===== src/rtl/sram1r1w_pl_pkg.sv =====
// Shared types and helpers for the sram1r1w_pl array family.
package sram_pkg;

  // Deepest supported read pipeline (core register plus one output stage).
  localparam int RD_LAT_MAX = 2;

  // Widest word the merge helper handles; callers zero-extend into it.
  localparam int W_MAX = 1024;

  typedef enum logic {
    INIT  = 1'b0,
    READY = 1'b1
  } state_e;

  // Number of write lanes in a word.
  function automatic int lanes(input int w, input int b);
    return w / b;
  endfunction

  // Bitwise merge: bits set in bit_mask come from new_w, the rest from old_w.
  function automatic logic [W_MAX-1:0] mask_merge(input logic [W_MAX-1:0] old_w,
                                                  input logic [W_MAX-1:0] new_w,
                                                  input logic [W_MAX-1:0] bit_mask);
    return (old_w & ~bit_mask) | (new_w & bit_mask);
  endfunction

endpackage


===== src/rtl/sram1r1w_pl_if.sv =====
// Request/response bundle for sram1r1w_pl: one read port, one masked write port, busy.
interface sram1r1w_pl_if #(
  parameter int N = 64,
  parameter int W = 32,
  parameter int B = 8
);
  localparam int AW    = $clog2(N);
  localparam int LANES = W / B;

  logic             i_ren;
  logic [AW-1:0]    i_raddr;
  logic             o_rvalid;
  logic [W-1:0]     o_rdata;
  logic             i_wen;
  logic [AW-1:0]    i_waddr;
  logic [LANES-1:0] i_wmask;
  logic [W-1:0]     i_wdata;
  logic             o_busy;

  modport master (
    output i_ren, i_raddr, i_wen, i_waddr, i_wmask, i_wdata,
    input  o_rvalid, o_rdata, o_busy
  );

  modport slave (
    input  i_ren, i_raddr, i_wen, i_waddr, i_wmask, i_wdata,
    output o_rvalid, o_rdata, o_busy
  );
endinterface


===== src/rtl/sram1r1w_core.sv =====
// Bare 1R1W array: per-lane masked write, registered read (latency 1).
// Each lane is its own narrow array so byte-enable RAM inference stays simple.
// Callers guarantee addresses are in range when wen/ren are high.
module sram1r1w_core
  import sram_pkg::*;
#(
  parameter int N = 64,
  parameter int W = 32,
  parameter int B = 8
) (
  input  logic                    clk,
  input  logic                    rst,
  input  logic                    wen,
  input  logic [$clog2(N)-1:0]    waddr,
  input  logic [lanes(W,B)-1:0]   wmask,
  input  logic [W-1:0]            wdata,
  input  logic                    ren,
  input  logic [$clog2(N)-1:0]    raddr,
  output logic [W-1:0]            rdata
);
  localparam int LANES = lanes(W, B);

  for (genvar gi = 0; gi < LANES; gi++) begin : g_lane
    logic [B-1:0] mem_q [N];
    logic [B-1:0] rdata_q;

    // Lane write: only when this lane's mask bit is set.
    always_ff @(posedge clk) begin
      if (wen && wmask[gi]) begin
        mem_q[waddr] <= wdata[gi*B +: B];
      end
    end

    // Lane registered read; holds its value between reads.
    always_ff @(posedge clk) begin
      if (rst) begin
        rdata_q <= '0;
      end else if (ren) begin
        rdata_q <= mem_q[raddr];
      end
    end

    assign rdata[gi*B +: B] = rdata_q;
  end

endmodule


===== src/rtl/sram1r1w_pl.sv =====
// 1R1W SRAM wrapper: post-reset init sweep, masked writes, RD_LAT 1/2 read pipe.
// Optional macro SRAM1R1W_PL_BYPASS_EN: same-address read/write returns the
// merged (write-first) word; without it the read sees the pre-write word.
module sram1r1w_pl
  import sram_pkg::*;
#(
  parameter int          N        = 64,
  parameter int          W        = 32,
  parameter int          B        = 8,
  parameter int          RD_LAT   = 1,
  parameter logic [W-1:0] INIT_VAL = '0
) (
  input  logic           clk,
  input  logic           rst,
  sram1r1w_pl_if.slave   bus
);
  localparam int             AW    = $clog2(N);
  localparam int             AWP   = AW + 1;
  localparam int             LANES = lanes(W, B);
  localparam logic [AW:0]    N_EXT = AWP'(N);
  localparam logic [AW-1:0]  LAST  = AW'(N - 1);

  if (W % B != 0) begin : g_err_lane
    $error("sram1r1w_pl: W must be a multiple of B");
  end
  if (RD_LAT < 1 || RD_LAT > RD_LAT_MAX) begin : g_err_lat
    $error("sram1r1w_pl: RD_LAT must be 1 or 2");
  end
  if (N < 2) begin : g_err_n
    $error("sram1r1w_pl: N must be at least 2");
  end
  if (W > W_MAX) begin : g_err_w
    $error("sram1r1w_pl: W exceeds W_MAX");
  end

  state_e        state_q, state_d;
  logic [AW-1:0] cnt_q, cnt_d;
  logic          busy;

  assign busy       = (state_q == INIT);
  assign bus.o_busy = busy;

  // Init FSM: sweep counter walks 0..N-1 after reset, then the array is READY.
  always_comb begin
    state_d = state_q;
    cnt_d   = cnt_q;
    case (state_q)
      INIT: begin
        if (cnt_q == LAST) begin
          state_d = READY;
          cnt_d   = '0;
        end else begin
          cnt_d = cnt_q + 1'b1;
        end
      end
      READY:   state_d = READY;
      default: state_d = INIT;
    endcase
  end

  // FSM state register; reset restarts the sweep from address 0.
  always_ff @(posedge clk) begin
    if (rst) begin
      state_q <= INIT;
      cnt_q   <= '0;
    end else begin
      state_q <= state_d;
      cnt_q   <= cnt_d;
    end
  end

  // Request qualification: nothing is accepted during reset or the sweep.
  logic waddr_ok, raddr_ok, wr_acc, rd_acc;
  assign waddr_ok = {1'b0, bus.i_waddr} < N_EXT;
  assign raddr_ok = {1'b0, bus.i_raddr} < N_EXT;
  assign wr_acc   = !rst && !busy && bus.i_wen && waddr_ok;
  assign rd_acc   = !rst && !busy && bus.i_ren;

  logic             core_wen;
  logic [AW-1:0]    core_waddr;
  logic [LANES-1:0] core_wmask;
  logic [W-1:0]     core_wdata;
  logic [W-1:0]     core_rdata;

  // Write mux: the sweep owns the write port until READY.
  always_comb begin
    core_wen   = 1'b0;
    core_waddr = bus.i_waddr;
    core_wmask = bus.i_wmask;
    core_wdata = bus.i_wdata;
    if (busy) begin
      core_wen   = !rst;
      core_waddr = cnt_q;
      core_wmask = '1;
      core_wdata = INIT_VAL;
    end else begin
      core_wen = wr_acc;
    end
  end

  sram1r1w_core #(
    .N (N),
    .W (W),
    .B (B)
  ) u_core (
    .clk   (clk),
    .rst   (rst),
    .wen   (core_wen),
    .waddr (core_waddr),
    .wmask (core_wmask),
    .wdata (core_wdata),
    .ren   (rd_acc && raddr_ok),
    .raddr (bus.i_raddr),
    .rdata (core_rdata)
  );

  // First stage side-band: valid every accepted read; range flag only updates
  // on accepted reads so the output word holds while idle.
  logic rvalid1_q, rvalid1_d;
  logic oor_q, oor_d;
  logic [W-1:0] rd1_data;

  // Stage-1 side-band next-state.
  always_comb begin
    rvalid1_d = rd_acc;
    oor_d     = oor_q;
    if (rd_acc) begin
      oor_d = !raddr_ok;
    end
  end

  // Stage-1 side-band registers; reset clears the valid pipe.
  always_ff @(posedge clk) begin
    if (rst) begin
      rvalid1_q <= 1'b0;
      oor_q     <= 1'b0;
    end else begin
      rvalid1_q <= rvalid1_d;
      oor_q     <= oor_d;
    end
  end

`ifdef SRAM1R1W_PL_BYPASS_EN
  logic [W-1:0] wmask_bits;
  logic         byp_q, byp_d;
  logic [W-1:0] byp_wdata_q, byp_wdata_d;
  logic [W-1:0] byp_bits_q, byp_bits_d;

  for (genvar gi = 0; gi < LANES; gi++) begin : g_mask_bits
    assign wmask_bits[gi*B +: B] = {B{bus.i_wmask[gi]}};
  end

  // Capture a colliding write so it can be merged over the old word next cycle.
  always_comb begin
    byp_d       = byp_q;
    byp_wdata_d = byp_wdata_q;
    byp_bits_d  = byp_bits_q;
    if (rd_acc) begin
      byp_d       = wr_acc && raddr_ok && (bus.i_raddr == bus.i_waddr);
      byp_wdata_d = bus.i_wdata;
      byp_bits_d  = wmask_bits;
    end
  end

  // Bypass capture registers.
  always_ff @(posedge clk) begin
    if (rst) begin
      byp_q       <= 1'b0;
      byp_wdata_q <= '0;
      byp_bits_q  <= '0;
    end else begin
      byp_q       <= byp_d;
      byp_wdata_q <= byp_wdata_d;
      byp_bits_q  <= byp_bits_d;
    end
  end

  // Stage-1 data: zero for out-of-range, merged word on collision.
  always_comb begin
    rd1_data = core_rdata;
    if (oor_q) begin
      rd1_data = '0;
    end else if (byp_q) begin
      rd1_data = W'(mask_merge(W_MAX'(core_rdata), W_MAX'(byp_wdata_q), W_MAX'(byp_bits_q)));
    end
  end
`else
  // Stage-1 data: zero for out-of-range, otherwise the pre-write array word.
  always_comb begin
    rd1_data = core_rdata;
    if (oor_q) begin
      rd1_data = '0;
    end
  end
`endif

  if (RD_LAT == 2) begin : g_lat2
    logic         rvalid2_q, rvalid2_d;
    logic [W-1:0] rdata2_q, rdata2_d;

    // Output stage next-state: load only when stage 1 holds a result.
    always_comb begin
      rvalid2_d = rvalid1_q;
      rdata2_d  = rdata2_q;
      if (rvalid1_q) begin
        rdata2_d = rd1_data;
      end
    end

    // Output stage registers.
    always_ff @(posedge clk) begin
      if (rst) begin
        rvalid2_q <= 1'b0;
        rdata2_q  <= '0;
      end else begin
        rvalid2_q <= rvalid2_d;
        rdata2_q  <= rdata2_d;
      end
    end

    assign bus.o_rvalid = rvalid2_q;
    assign bus.o_rdata  = rdata2_q;
  end else begin : g_lat1
    assign bus.o_rvalid = rvalid1_q;
    assign bus.o_rdata  = rd1_data;
  end

`ifndef SYNTHESIS
  // Flag requests the array drops: during the sweep or with out-of-range addresses.
  always_ff @(posedge clk) begin
    if (!rst) begin
      assert (!(busy && (bus.i_ren || bus.i_wen)))
        else $warning("sram1r1w_pl: request while busy ignored");
      assert (!(!busy && bus.i_wen && !waddr_ok))
        else $warning("sram1r1w_pl: out-of-range write dropped");
      assert (!(!busy && bus.i_ren && !raddr_ok))
        else $warning("sram1r1w_pl: out-of-range read returns zero");
    end
  end
`endif

endmodule


===== src/flat_wrapper.sv =====
// flat-port wrapper written by rule: the top's interface ports become plain ports
module sram1r1w_pl_flat import sram_pkg::*;
#(
  parameter int          N        = 64,
  parameter int          W        = 32,
  parameter int          B        = 8,
  parameter int          RD_LAT   = 1,
  parameter logic [W-1:0] INIT_VAL = '0
)
  (clk, rst, bus_i_ren, bus_i_raddr, bus_i_wen, bus_i_waddr, bus_i_wmask, bus_i_wdata, bus_o_rvalid, bus_o_rdata, bus_o_busy);
  sram1r1w_pl_if #(.N(N), .W(W), .B(B)) bus_i ();
  input  logic clk;
  input  logic rst;
  input wire logic [$bits(bus_i.i_ren)-1:0] bus_i_ren;
  input wire logic [$bits(bus_i.i_raddr)-1:0] bus_i_raddr;
  input wire logic [$bits(bus_i.i_wen)-1:0] bus_i_wen;
  input wire logic [$bits(bus_i.i_waddr)-1:0] bus_i_waddr;
  input wire logic [$bits(bus_i.i_wmask)-1:0] bus_i_wmask;
  input wire logic [$bits(bus_i.i_wdata)-1:0] bus_i_wdata;
  output wire logic [$bits(bus_i.o_rvalid)-1:0] bus_o_rvalid;
  output wire logic [$bits(bus_i.o_rdata)-1:0] bus_o_rdata;
  output wire logic [$bits(bus_i.o_busy)-1:0] bus_o_busy;
  assign bus_i.i_ren = bus_i_ren;
  assign bus_i.i_raddr = bus_i_raddr;
  assign bus_i.i_wen = bus_i_wen;
  assign bus_i.i_waddr = bus_i_waddr;
  assign bus_i.i_wmask = bus_i_wmask;
  assign bus_i.i_wdata = bus_i_wdata;
  assign bus_o_rvalid = bus_i.o_rvalid;
  assign bus_o_rdata = bus_i.o_rdata;
  assign bus_o_busy = bus_i.o_busy;
  sram1r1w_pl #(.N(N), .W(W), .B(B), .RD_LAT(RD_LAT), .INIT_VAL(INIT_VAL)) u_core (.clk(clk), .rst(rst), .bus(bus_i));
endmodule

===== config.mk =====
export PLATFORM = sky130hd
export DESIGN_NAME = sram1r1w_pl_flat
export DESIGN_NICKNAME = d
export VERILOG_FILES = /design/src/rtl/sram1r1w_pl_pkg.sv /design/src/rtl/sram1r1w_pl_if.sv /design/src/rtl/sram1r1w_core.sv /design/src/rtl/sram1r1w_pl.sv /design/src/flat_wrapper.sv
export SDC_FILE = /design/constraint.sdc
export NUM_CORES = 2
export LEC_CHECK = 0
export ABC_CLOCK_PERIOD_IN_PS = 4600
export CAP_MARGIN = 20
export CORE_ASPECT_RATIO = 0.75
export CORE_MARGIN = 5
export CORE_UTILIZATION = 42
export DETAILED_ROUTE_END_ITERATION = 10
export GPL_ROUTABILITY_DRIVEN = 0
export PLACE_DENSITY = 0.64
export SETUP_SLACK_MARGIN = 0.05
export SLEW_MARGIN = 5
export SYNTH_ARGS = -nofsm -noshare
export SYNTH_HDL_FRONTEND = slang
export SYNTH_SLANG_ARGS = --single-unit

===== constraint.sdc =====
create_clock -name clk -period 4.6 [get_ports clk]
set_input_delay 0.92 -clock clk [delete_from_list [all_inputs] [get_ports clk]]
set_output_delay 0.92 -clock clk [all_outputs]
set_load 0.02 [all_outputs]

==> summary.json <==
{
  "grt_remaining_overflow": 0,
  "dp_hpwl_um": 135000,
  "detail_route.wirelength_um": 209000,
  "layout.cells.most_common_list": "edfxtp_1, mux4_2, buf_4",
  "synthDistinctLibCells": 36,
  "most_numerous_cell_on_the_critical_path": "buf_4",
  "ir_drop_v": 0.000367,
  "critical_path_required_ns": 5.02,
  "leakage_power_total_uw": 0.0315,
  "htreeDepth": 4,
  "grt_start_max_net_pins": 65,
  "first_global_vias": 40650,
  "fin_setup_tns_ns": 0,
  "status": "completed",
  "fin_util_pct": 48.5,
  "number_of_standard_cell_rows_in_the_floorplan": 139,
  "drt-pass1-iter-count": 6,
  "asr_flop_ratio_synth_pct": 0,
  "global_route_wire_length_before_repair_um": 298000,
  "ys_top_cells_by_area": "edfxtp_1, mux4_2, mux2i_1",
  "cts_hold_fix_bufs": 0,
  "core_region_area_sq_um": 191000,
  "netlist.area_leader.share_pct": 76.6,
  "initial_utilization_pct": 42.1,
  "multi_input_comb_area_sq_um": 17100,
  "worst_pin_slew_ns": 1.15,
  "tritoncts": "yes",
  "power_density_nw_per_um2": 404,
  "detailed_router_s_first_iteration_violation_count": 5791,
  "crit_type": "reg2reg",
  "cp_num_buf_inv": 2,
  "syn_nets": 3986,
  "remaining_drc_errors": 0,
  "floorplan.die_area_sq_um": 200000,
  "globalRouteTotalUtil_pct": 20.7,
  "grtUsageMet3_pct": 5.07,
  "busiest_grt_layer": "met1",
  "cell_at_the_root_of_the_clock_tree": "clkbuf_16",
  "routedWlPerCell_um": 29.7,
  "fin_nets": 4400,
  "fmax_mhz": 278,
  "layout.cells.most_common": "edfxtp_1",
  "seqPwrFrac_pct": 55.3,
  "worst_setup_path_end_kind": "register",
  "synth_enable_flop_cells": 2048,
  "drt-vias-per-instance": 5.89,
  "io_buffers": 85,
  "netlist_area_sq_um": 80200,
  "final-seq-area_sq_um": 62300,
  "synth_area_per_cell_sq_um": 20.4,
  "number_of_antenna_violations_at_the_first_check_in_global_routing": 15,
  "critical_path_cell_with_the_highest_stage_delay": "dfxtp_2",
  "power.internal_uw": 29700,
  "chipHeight_um": 389,
  "grt_setup_unrepaired": "no",
  "synth_top_flop_cell": "edfxtp_1",
  "setup_violations": 0,
  "period_minus_slack_ns": 3.59,
  "final.setup_skew_ns": 0.0293,
  "global_route_met1_usage_pct": 30.9,
  "final.fill_count": 15347,
  "postCtsSetupBuffers": 0,
  "power.switching_fraction_pct": 20.5,
  "grt.met2_usage_pct": 30.5,
  "total_i_o_pin_count": 86,
  "clkLatencyLatePin_ns": 0.81,
  "clock_power_share_pct": 40.8,
  "clock_path_buffers": 3,
  "path_delay_family": "simple AND/OR/NAND/NOR gates",
  "cts-resized-gates": 0,
  "critical_path.max_stage_delay_ns": 0.71,
  "crit_path_start_kind": "register",
  "fraction_of_final_layout_cells_with_drive_strength_greater_than_1_pct": 24.2,
  "path_max_fanout": 26,
  "power.combinational.fraction_pct": 3.9,
  "number_of_maximum_capacitance_violations": 0,
  "worstHoldPathType": "reg2reg",
  "synth-warning-count": 0,
  "area_delta_synth_final_pct": 15.3,
  "period_share_pct": 78.1,
  "postRouteAntennaNets": 0,
  "final-hold-violation-count": 0,
  "maxSlewHeadroom_pct": 23.6,
  "synth_area_leader_cell": "edfxtp_1",
  "p_sw_uw": 7670,
  "critical_path.cell_chain": "buf_4, mux2i_1, nand2_2, buf_4, nor2_1",
  "clock-sinks": 2088,
  "crit_arrival_ns": 4.01,
  "numCtsBuffers": 181,
  "register_bit_count_reported_by_yosys": 2088,
  "die_width_um": 515,
  "syn-instance-count": 3933,
  "seq_area_frac_synth_pct": 77.6,
  "worst_setup_hold_path_clk_slew_ns": 0.07,
  "finalMaxSlewViolations": 0,
  "detailroute.via_count": 41480
}
-- layout make-up --
class / count / area share [%]
diodes: 6 / 0.0162
clock buffers: 233 / 5.31
clock inverters: 105 / 1.04
inverters: 5 / 0.0203
multi-input cells: 1608 / 18.5
flip-flops and latches: 2088 / 67.4
well taps: 2538 / 3.43
repair buffers: 463 / 4.36
-- synth_stat cells, types with 2 or more instances --
master    instances
mux4_2          384
a221oi_1         32
mux2_2            4
xor2_1            3
nand2_1          81
inv_1             5
a31oi_1          32
nand3_1          80
o211ai_1         32
buf_1            32
nand3b_1          2
buf_6             4
mux2i_1         293
nor2b_1           7
nand2b_1          4
o32ai_1           2
nor2_1          279
nor3_1            2
buf_4            14
dfxtp_1          40
or3_1            33
o32a_1            2
xnor2_1           2
a22oi_1         224
edfxtp_1       2048
clkbuf_1        130
buf_2            52
and2_1           35
a22o_1           32
a21oi_1          37
-- worst reg2reg max path: stages, from the launching register on --
cell	delay, ns
dfxtp_2	0.71
buf_4	0.43
mux2i_1	0.50
nand2_2	0.44
buf_4	0.44
nor2_1	0.69
-- state kept, by name, indices dropped and copies added (netlist names) --
name and flops:
u_core.u_core.g_lane.mem_q 2048, u_core.u_core.g_lane.rdata_q 32, u_core.bus.o_rvalid 1, u_core.cnt_q 6, u_core.state_q 1
-- worst paths after layout --
| check | startpoint | to | slack (ns) | depth (start not counted) |
|---|---|---|---|---|
| max reg2reg | u_core.state_q$_SDFF_PP0_ | u_core.u_core.g_lane[0].mem_q[17][5]$_DFFE_PP_ | 1.01 | 5 |
| min | u_core.cnt_q[5]$_SDFFE_PP0N_ | u_core.cnt_q[5]$_SDFFE_PP0N_ | 0.60 | 2 |
| min reg2reg | u_core.cnt_q[5]$_SDFFE_PP0N_ | u_core.cnt_q[5]$_SDFFE_PP0N_ | 0.60 | 2 |
| max | u_core.state_q$_SDFF_PP0_ | u_core.u_core.g_lane[0].mem_q[17][5]$_DFFE_PP_ | 1.01 | 5 |
-- power groups by stage --
stage	logic [uW]	clock network (uW)	registers (uW)
3_3_place_gp	1450	0	21000
5_1_grt	1520	16300	20600
4_1_cts	1460	15400	20600
3_5_place_dp	1450	0	21000
6_report	1460	15200	20600
2_1_floorplan	869	0	21000
-- cell families after synthesis --
| logic type | count (synthesis) | synth area share, % |
|---|---|---|
| buffers and inverters | 237 | 1.29 |
| xor gates and xnor gates | 5 | 0.0546 |
| adders and majority gates | 1 | 0.0156 |
| muxes | 681 | 14.5 |
| and+or+nand+nor | 526 | 2.86 |
| DFF | 2088 | 77.6 |
| AOI/OAI and AO/OA | 395 | 3.65 |
-- routing by layer --
| layer | routed length [um] | part of all wire, % | up-vias |
|---|---|---|---|
| met5 | 13 | 0.0062 | - |
| met4 | 5020 | 2.4 | 2 |
| met3 | 22500 | 11 | 270 |
| met2 | 93600 | 45 | 2235 |
| met1 | 88100 | 42 | 21851 |
| li1 | - | - | 17122 |
-- through the flow --
| step | cells | total power (uW) | worst slack (ns) | cell area, sq um | hold WS, ns |
|---|---|---|---|---|---|
| floorplan | 3933 | 21900 | 1.73 | 80200 | 0.515 |
| finish | 7046 | 37300 | 1.01 | 92500 | 0.599 |
| global route | 7044 | 38400 | 0.904 | 92500 | 0.620 |
| detailed placement | 6701 | 22500 | 0.637 | 86600 | 0.577 |
| global placement | 6700 | 22500 | 0.640 | 86600 | 0.577 |
| CTS | 7039 | 37500 | 1.08 | 92500 | 0.596 |
No activity file was read; power rests on OpenSTA's default activity.
